==> config.mk <==
export PLATFORM = sky130hd
export DESIGN_NAME = pr4_run_ctrl
export DESIGN_NICKNAME = d
export VERILOG_FILES = /design/src/rtl/pr4_run_ctrl.sv
export SDC_FILE = /design/constraint.sdc
export NUM_CORES = 1
export LEC_CHECK = 0
export ABC_AREA = 1
export CORE_UTILIZATION = 44
export DETAILED_ROUTE_END_ITERATION = 12
export PLACE_DENSITY = 0.85
export SLEW_MARGIN = 10
export SYNTH_ARGS = -nofsm -noshare
export SYNTH_HDL_FRONTEND = slang
export SYNTH_SLANG_ARGS = --single-unit
==> constraint.sdc <==
create_clock -name clk -period 4.2 [get_ports clk]
set_input_delay 0.42 -clock clk [delete_from_list [all_inputs] [get_ports clk]]
set_output_delay 0.42 -clock clk [all_outputs]
set_load 0.02 [all_outputs]
==> src/rtl/pr4_run_ctrl.sv <==
// Run/dump controller: gates core execution on an instruction budget or halt word,
// then streams the register file out over valid/ready. PR4_DUMP_NONZERO_EN skips zero registers.
module pr4_run_ctrl #(
    parameter int                DATA_W    = 32,
    parameter int                NUM_REGS  = 32,
    parameter int                CNT_W     = 16,
    parameter logic [DATA_W-1:0] HALT_WORD = 32'hFFFF_FFFF,
    parameter int                AW        = $clog2(NUM_REGS)
) (
    input  logic              clk,
    input  logic              rst,
    input  logic              start,
    input  logic [CNT_W-1:0]  num_instr,
    input  logic [DATA_W-1:0] instr,
    output logic              core_en,
    output logic [AW-1:0]     rf_raddr,
    input  logic [DATA_W-1:0] rf_rdata,
    output logic              dump_valid,
    input  logic              dump_ready,
    output logic [AW-1:0]     dump_addr,
    output logic [DATA_W-1:0] dump_data,
    output logic              dump_last,
    output logic              busy,
    output logic              done,
    output logic              halted,
    output logic [CNT_W-1:0]  retired
);

    localparam logic [AW-1:0] LAST_ADDR = AW'(NUM_REGS - 1);

    typedef enum logic [1:0] {
        ST_IDLE = 2'd0,
        ST_RUN  = 2'd1,
        ST_DUMP = 2'd2,
        ST_DONE = 2'd3
    } state_t;

    state_t             state_q, state_d;
    logic [CNT_W-1:0]   budget_q, budget_d;
    logic [CNT_W-1:0]   retired_q, retired_d;
    logic               halted_q, halted_d;
    logic [AW-1:0]      addr_q, addr_d;

    logic               is_halt;
    logic               at_last;
    logic               skip;

    assign is_halt = (instr == HALT_WORD);
    assign at_last = (addr_q == LAST_ADDR);

`ifdef PR4_DUMP_NONZERO_EN
    // Zero entries are dropped, but the final register always goes out so dump_last ends the stream.
    assign skip = (rf_rdata == '0) && !at_last;
`else
    assign skip = 1'b0;
`endif

    always_ff @(posedge clk or posedge rst) begin
        if (rst) begin
            state_q   <= ST_IDLE;
            budget_q  <= '0;
            retired_q <= '0;
            halted_q  <= 1'b0;
            addr_q    <= '0;
        end else begin
            state_q   <= state_d;
            budget_q  <= budget_d;
            retired_q <= retired_d;
            halted_q  <= halted_d;
            addr_q    <= addr_d;
        end
    end

    always_comb begin
        state_d    = state_q;
        budget_d   = budget_q;
        retired_d  = retired_q;
        halted_d   = halted_q;
        addr_d     = addr_q;
        core_en    = 1'b0;
        dump_valid = 1'b0;

        case (state_q)
            ST_IDLE, ST_DONE: begin
                if (start) begin
                    budget_d  = num_instr;
                    retired_d = '0;
                    halted_d  = 1'b0;
                    addr_d    = '0;
                    state_d   = (num_instr == '0) ? ST_DUMP : ST_RUN;
                end
            end

            ST_RUN: begin
                core_en = !is_halt && (retired_q != budget_q);
                // Halt wins over an exhausted budget when both are seen together.
                if (is_halt) begin
                    halted_d = 1'b1;
                    state_d  = ST_DUMP;
                end else if (core_en) begin
                    retired_d = retired_q + CNT_W'(1);
                    if ((retired_q + CNT_W'(1)) == budget_q) begin
                        state_d = ST_DUMP;
                    end
                end else begin
                    state_d = ST_DUMP;
                end
            end

            ST_DUMP: begin
                if (skip) begin
                    addr_d = addr_q + AW'(1);
                end else begin
                    dump_valid = 1'b1;
                    if (dump_ready) begin
                        if (at_last) begin
                            state_d = ST_DONE;
                        end else begin
                            addr_d = addr_q + AW'(1);
                        end
                    end
                end
            end

            default: begin
                state_d = ST_IDLE;
            end
        endcase
    end

    assign rf_raddr  = addr_q;
    assign dump_addr = addr_q;
    assign dump_data = rf_rdata;
    assign dump_last = (state_q == ST_DUMP) && at_last;
    assign busy      = (state_q == ST_RUN) || (state_q == ST_DUMP);
    assign done      = (state_q == ST_DONE);
    assign halted    = halted_q;
    assign retired   = retired_q;

    a_dump_stable: assert property (@(posedge clk) disable iff (rst)
        (dump_valid && !dump_ready) |=> (dump_valid && $stable(dump_addr)));

    a_exclusive: assert property (@(posedge clk) disable iff (rst)
        !(core_en && dump_valid));

endmodule

Word-level counts from Yosys, hierarchy flattened --
Index checks and enable logic that the tools add are counted.
Word-level totals: register bits after elaboration 40, bits of input ports 84
Cells by class: add/sub/neg operators 2, equality and inequality tests 15, mux-type cells 21, reduce and logical (&&, ||, !) cells 14
Operators by type and width (count):
- $mux W16 | 3
- $eq A32 B32 Y1 const B | 1
- $pmux W16 S2 | 1
- $add A16 B1 Y16 const B | 1
- $eq A16 B16 Y1 | 1
- $logic_not A16 Y1 | 1
- $ne A16 B16 Y1 | 1
- $mux W5 | 3
- $mux W2 | 7
- $ne A2 B2 Y1 const B | 7
- $reduce_and A4 Y1 | 3
- $pmux W5 S2 | 1
- $pmux W2 S3 | 1
- $add A5 B1 Y5 const B | 1
- $eq A5 B5 Y1 const B | 1
- $eq A2 B2 Y1 const B | 2
- $mux W1 | 4
- $ne A4 B4 Y1 const B | 1
- $reduce_bool A2 Y1 | 2
- $reduce_and A3 Y1 | 1
- $eq A2 B1 Y1 const B | 1
- $logic_and A1 B1 Y1 | 2
- $logic_not A2 Y1 | 1
- $pmux W1 S2 | 1
- 4 further kinds | 4

Depth between registers and ports, before layout --
depth after elaboration 6, depth in mapped cells 15

Least setup slack after synthesis --
Ideal clock, no wire load.
path type register -> register, start reg state_q[0], end reg addr_q[0] (netlist: dump_addr[0]), library setup time 0.119 ns, arrival 1.781 ns, data required time 4.081 ns, path slack 2.300 ns, stages on the path, launching flop included 10, period minus slack after synthesis 1.900 ns, cells stage by stage dfrtp_1 -> inv_1 -> ha_1 -> inv_1 -> or2_2 -> o21ai_0 -> inv_1 -> o211ai_1 -> inv_1 -> o21a_1
Between the ends: cells in the longest elaborated chain, start to end 4, elaborated cells between the ends (all ways) 10
Ends and longest elaborated chain:
- start, declared | RTL line 38 | state_t state_q, state_d;
- start signal, assigned | RTL line 66 | state_q <= state_d;
- $eq A2 B2 Y1 / $logic_not A2 Y1 (equally long branches) | RTL line 83 | case (state_q)
- $reduce_or A2 Y1 | RTL line 83
- $ne A2 B2 Y1 (no source line) / $reduce_bool A2 Y1 (equally long branches)
- $reduce_and A4 Y1 (no source line)
- end signal, assigned | RTL line 70 | addr_q <= addr_d;
- end, declared | RTL line 42 | logic [AW-1:0] addr_q, addr_d;
Parallel ways exist; a longest one is shown, timed or not. A chain may end at the register's enable or synchronous reset.

Worst setup path in the final report --
start reg state_q[0], end reg retired_q[0] (netlist: retired[0])
Between the ends: cells in the longest elaborated chain, start to end 4, elaborated cells between the ends (all ways) 10
Ends and longest elaborated chain:
- $eq A2 B2 Y1 / $logic_not A2 Y1 (equally long branches) | RTL line 83
- $reduce_or A2 Y1 | RTL line 83
- $ne A2 B2 Y1 (no source line) / $reduce_bool A2 Y1 (equally long branches)
- $reduce_and A4 Y1 (no source line)
- end signal, assigned | RTL line 68 | retired_q <= retired_d;
- end, declared | RTL line 40 | logic [CNT_W-1:0] retired_q, retired_d;
Parallel ways exist; a longest one is shown, timed or not.

==> results.sh <==
export IMPL_wl_per_cell_microns=14.2
export IMPL_ioPinCount=148
export IMPL_final_setup_skew_ns=0.0111
export IMPL_endpoint_kind="register"
export IMPL_ir_worst_vdd_uv=262
export IMPL_crit_path_max_fanout=24
export IMPL_fin_tns_setup_ns=0
export IMPL_dp_hpwl_microns=6090
export IMPL_crit_arrival_ns=3.03
export IMPL_port_buffers=83
export IMPL_cts_tree="built"
export IMPL_grt_usage_pct=22.3
export IMPL_ys_warnings_count=0
export IMPL_grt_pass1_vias=2719
export IMPL_multi_input_area_sq_um=1470
export IMPL_grt_max_degree=28
export IMPL_vias_per_cell=5.14
export IMPL_syn_inst=416
export IMPL_wirelength_microns=7680
export IMPL_slew_headroom_pct=35.2
export IMPL_violations="design-rule violations"
export IMPL_n_fill_cell=580
export IMPL_yosysSeqAreaShare_pct=33.5
export IMPL_grt_overflow=0
export IMPL_cts_hold_buf=0
export IMPL_grt_antenna_before_repair=0
export IMPL_fin_crit_sh_pct=66.9
export IMPL_avgSynthCellArea_sq_um=7.18
export IMPL_cts_sink_count=40
export IMPL_postRouteAntennaNets=0
export IMPL_rows=29
export IMPL_finalHoldViolCount=0
export IMPL_cts_resized=0
export IMPL_drtPass1Iterations=8
export IMPL_status="complete, but fails checks"
export IMPL_required_ns=4.42
export IMPL_synth_seq_cells=40
export IMPL_antennaDiodeCount=0
export IMPL_powerDensity_nw_per_um2=527
export IMPL_die_width_microns=84.4
export IMPL_drv_slew=0
export IMPL_netlist_cell_type_count=34
export IMPL_coreArea_sq_um=6460
export IMPL_drt_iter0_drc=209
export IMPL_cts_made_buffers=5
export IMPL_maxCapViolCount=0
export IMPL_dieArea_sq_um=7120
export IMPL_fin_area_sq_um=3710
export IMPL_die_height_microns=84.4
export IMPL_p_leak_nw=1.69
export IMPL_ctsHtreeMaxLevel=2
export IMPL_placed_area_sq_um=3600
export IMPL_fmax_mhz=356
export IMPL_place_congestion=0.898
export IMPL_holdWs_ns=0.529
export IMPL_postCtsSetupRepairBufs=0
export IMPL_final_seq_area_sq_um=1000
export IMPL_area_growth_synth_to_final_pct=24.2
export IMPL_clk_pin_slew_ns=0.08
export IMPL_syn_nets=506
export IMPL_vias=2778
export IMPL_grt_setup_unrepaired="no"
export IMPL_cp_start_kind="register"
export IMPL_clk_latency_ns=0.31
export IMPL_hold_path_class="reg2reg"
export IMPL_drcViolationCount=2
export IMPL_start_util_pct=46.2
export IMPL_rr_worst_depth=8
export IMPL_mappedNetlistArea_sq_um=2990
export IMPL_holdPathStages=1
export IMPL_grt_pass1_wl_microns=12500
export IMPL_finalPower_mw=1.95
export IMPL_synthFlopType="dfrtp_1"
export IMPL_fin_nets=552
export IMPL_cts_path_max_buffers=2
export IMPL_synthArstFlopShare_pct=100
export IMPL_fin_util_pct=57.4
export IMPL_clock_root_buffer="clkbuf_8"
export IMPL_setup_viol=0
export IMPL_synth_edf_count=0
export IMPL_worst_pin_slew_ns=0.971
export IMPL_path_class="reg2reg"
export IMPL_min_period_ns=2.81
export IMPL_layout_drive_gt1_share_pct=5.40
-- critical path, cell delays in order, from the launching register on --
cell and delay (ns):
dfrtp_1 0.41, inv_1 0.07, ha_1 0.35, nand2_1 0.25
inv_1 0.53, a21oi_1 0.16, o22ai_2 0.67, nand3_1 0.15
o21ai_0 0.12
-- cells in the mapped netlist (all sizes together), types with 2 or more instances --
master  instances  area, sq um
xnor2           6         52.6
xor2           21          184
clkbuf          5         20.0
ha              6         75.1
o21ai          16         83.8
nand4          12         75.1
nand2         124          478
dfrtp          40         1000
inv            52          195
nor4            4         25.0
o22ai          15          100
and2            2         12.5
buf            40          304
nand3          23          125
a21oi           4         20.0
nor2           38          170
-- per-layer routing --
metal	track usage, %	share of wire, %	vias up
li1	-	-	1379
met3	4.13	5.7	14
met2	39.9	51	114
met1	27.3	42	1271
met5	0	0	-
met4	7.24	2.0	0
-- worst paths after layout --
path                       startpoint     endpoint  slack [ns]
setup / recovery           state_q[0]   retired[0]        1.39
hold / removal                 halted       halted        0.53
setup reg to reg           state_q[0]   retired[0]        1.39
hold reg to reg                halted       halted        0.53
max in group asynchronous         rst  retired[11]        2.79
min in group asynchronous         rst  budget_q[1]        0.65
-- cells by family after synthesis --
group / Yosys count / synth area share [%]
AO/OA/AOI/OAI: 40 / 8.34
XOR/XNOR: 27 / 7.92
adder cells (fa/ha/maj): 6 / 2.51
buffers and inverters: 97 / 17.4
flip-flops: 40 / 33.5
AND/OR/NAND/NOR: 206 / 30.3
-- report_power, final --
part / internal [mW] / switching [mW]
clock: 0.176 / 0.148
sequential: 0.493 / 0.111
combinational: 0.402 / 0.623
-- state kept, by name, summed over array words and instances, names as in the netlist --
name and cells:
state_q 2, retired 16, budget_q 16, halted 1
dump_addr 5
-- metrics by stage --
stage | cells | worst slack, ns
after floorplan | 416 | 2.30
after detailed placement | 532 | 1.33
after CTS | 540 | 1.39
after global routing | 540 | 1.13
after global placement | 532 | 1.44
final | 540 | 1.39
-- layout by cell type, fill, tap and decap left out, drive strengths merged --
cell / instances
a21oi: 4
a32o: 1
and2: 2
buf: 1
bufinv: 1
clkbuf: 5
clkdlybuf4s50: 83
clkinv: 1
clkinvlp: 1
dfrtp: 40
ha: 6
inv: 52
nand2: 124
nand3: 23
nand3b: 1
nand4: 12
nor2: 38
nor3: 1
nor4: 4
o211ai: 1
o21a: 1
o21ai: 16
o21bai: 1
o22a: 1
o22ai: 15
or2: 1
xnor2: 6
xor2: 21
-- area by class of cell --
type,instances,area share [%]
Sequential cell,40,27.0
Clock buffer,5,1.86
Clock inverter,3,1.15
Timing Repair Buffer,84,22.6
Inverter,52,5.26
Multi-Input combinational cell,279,39.5
Tap cell,77,2.60
(Power assumes the default switching activity.)
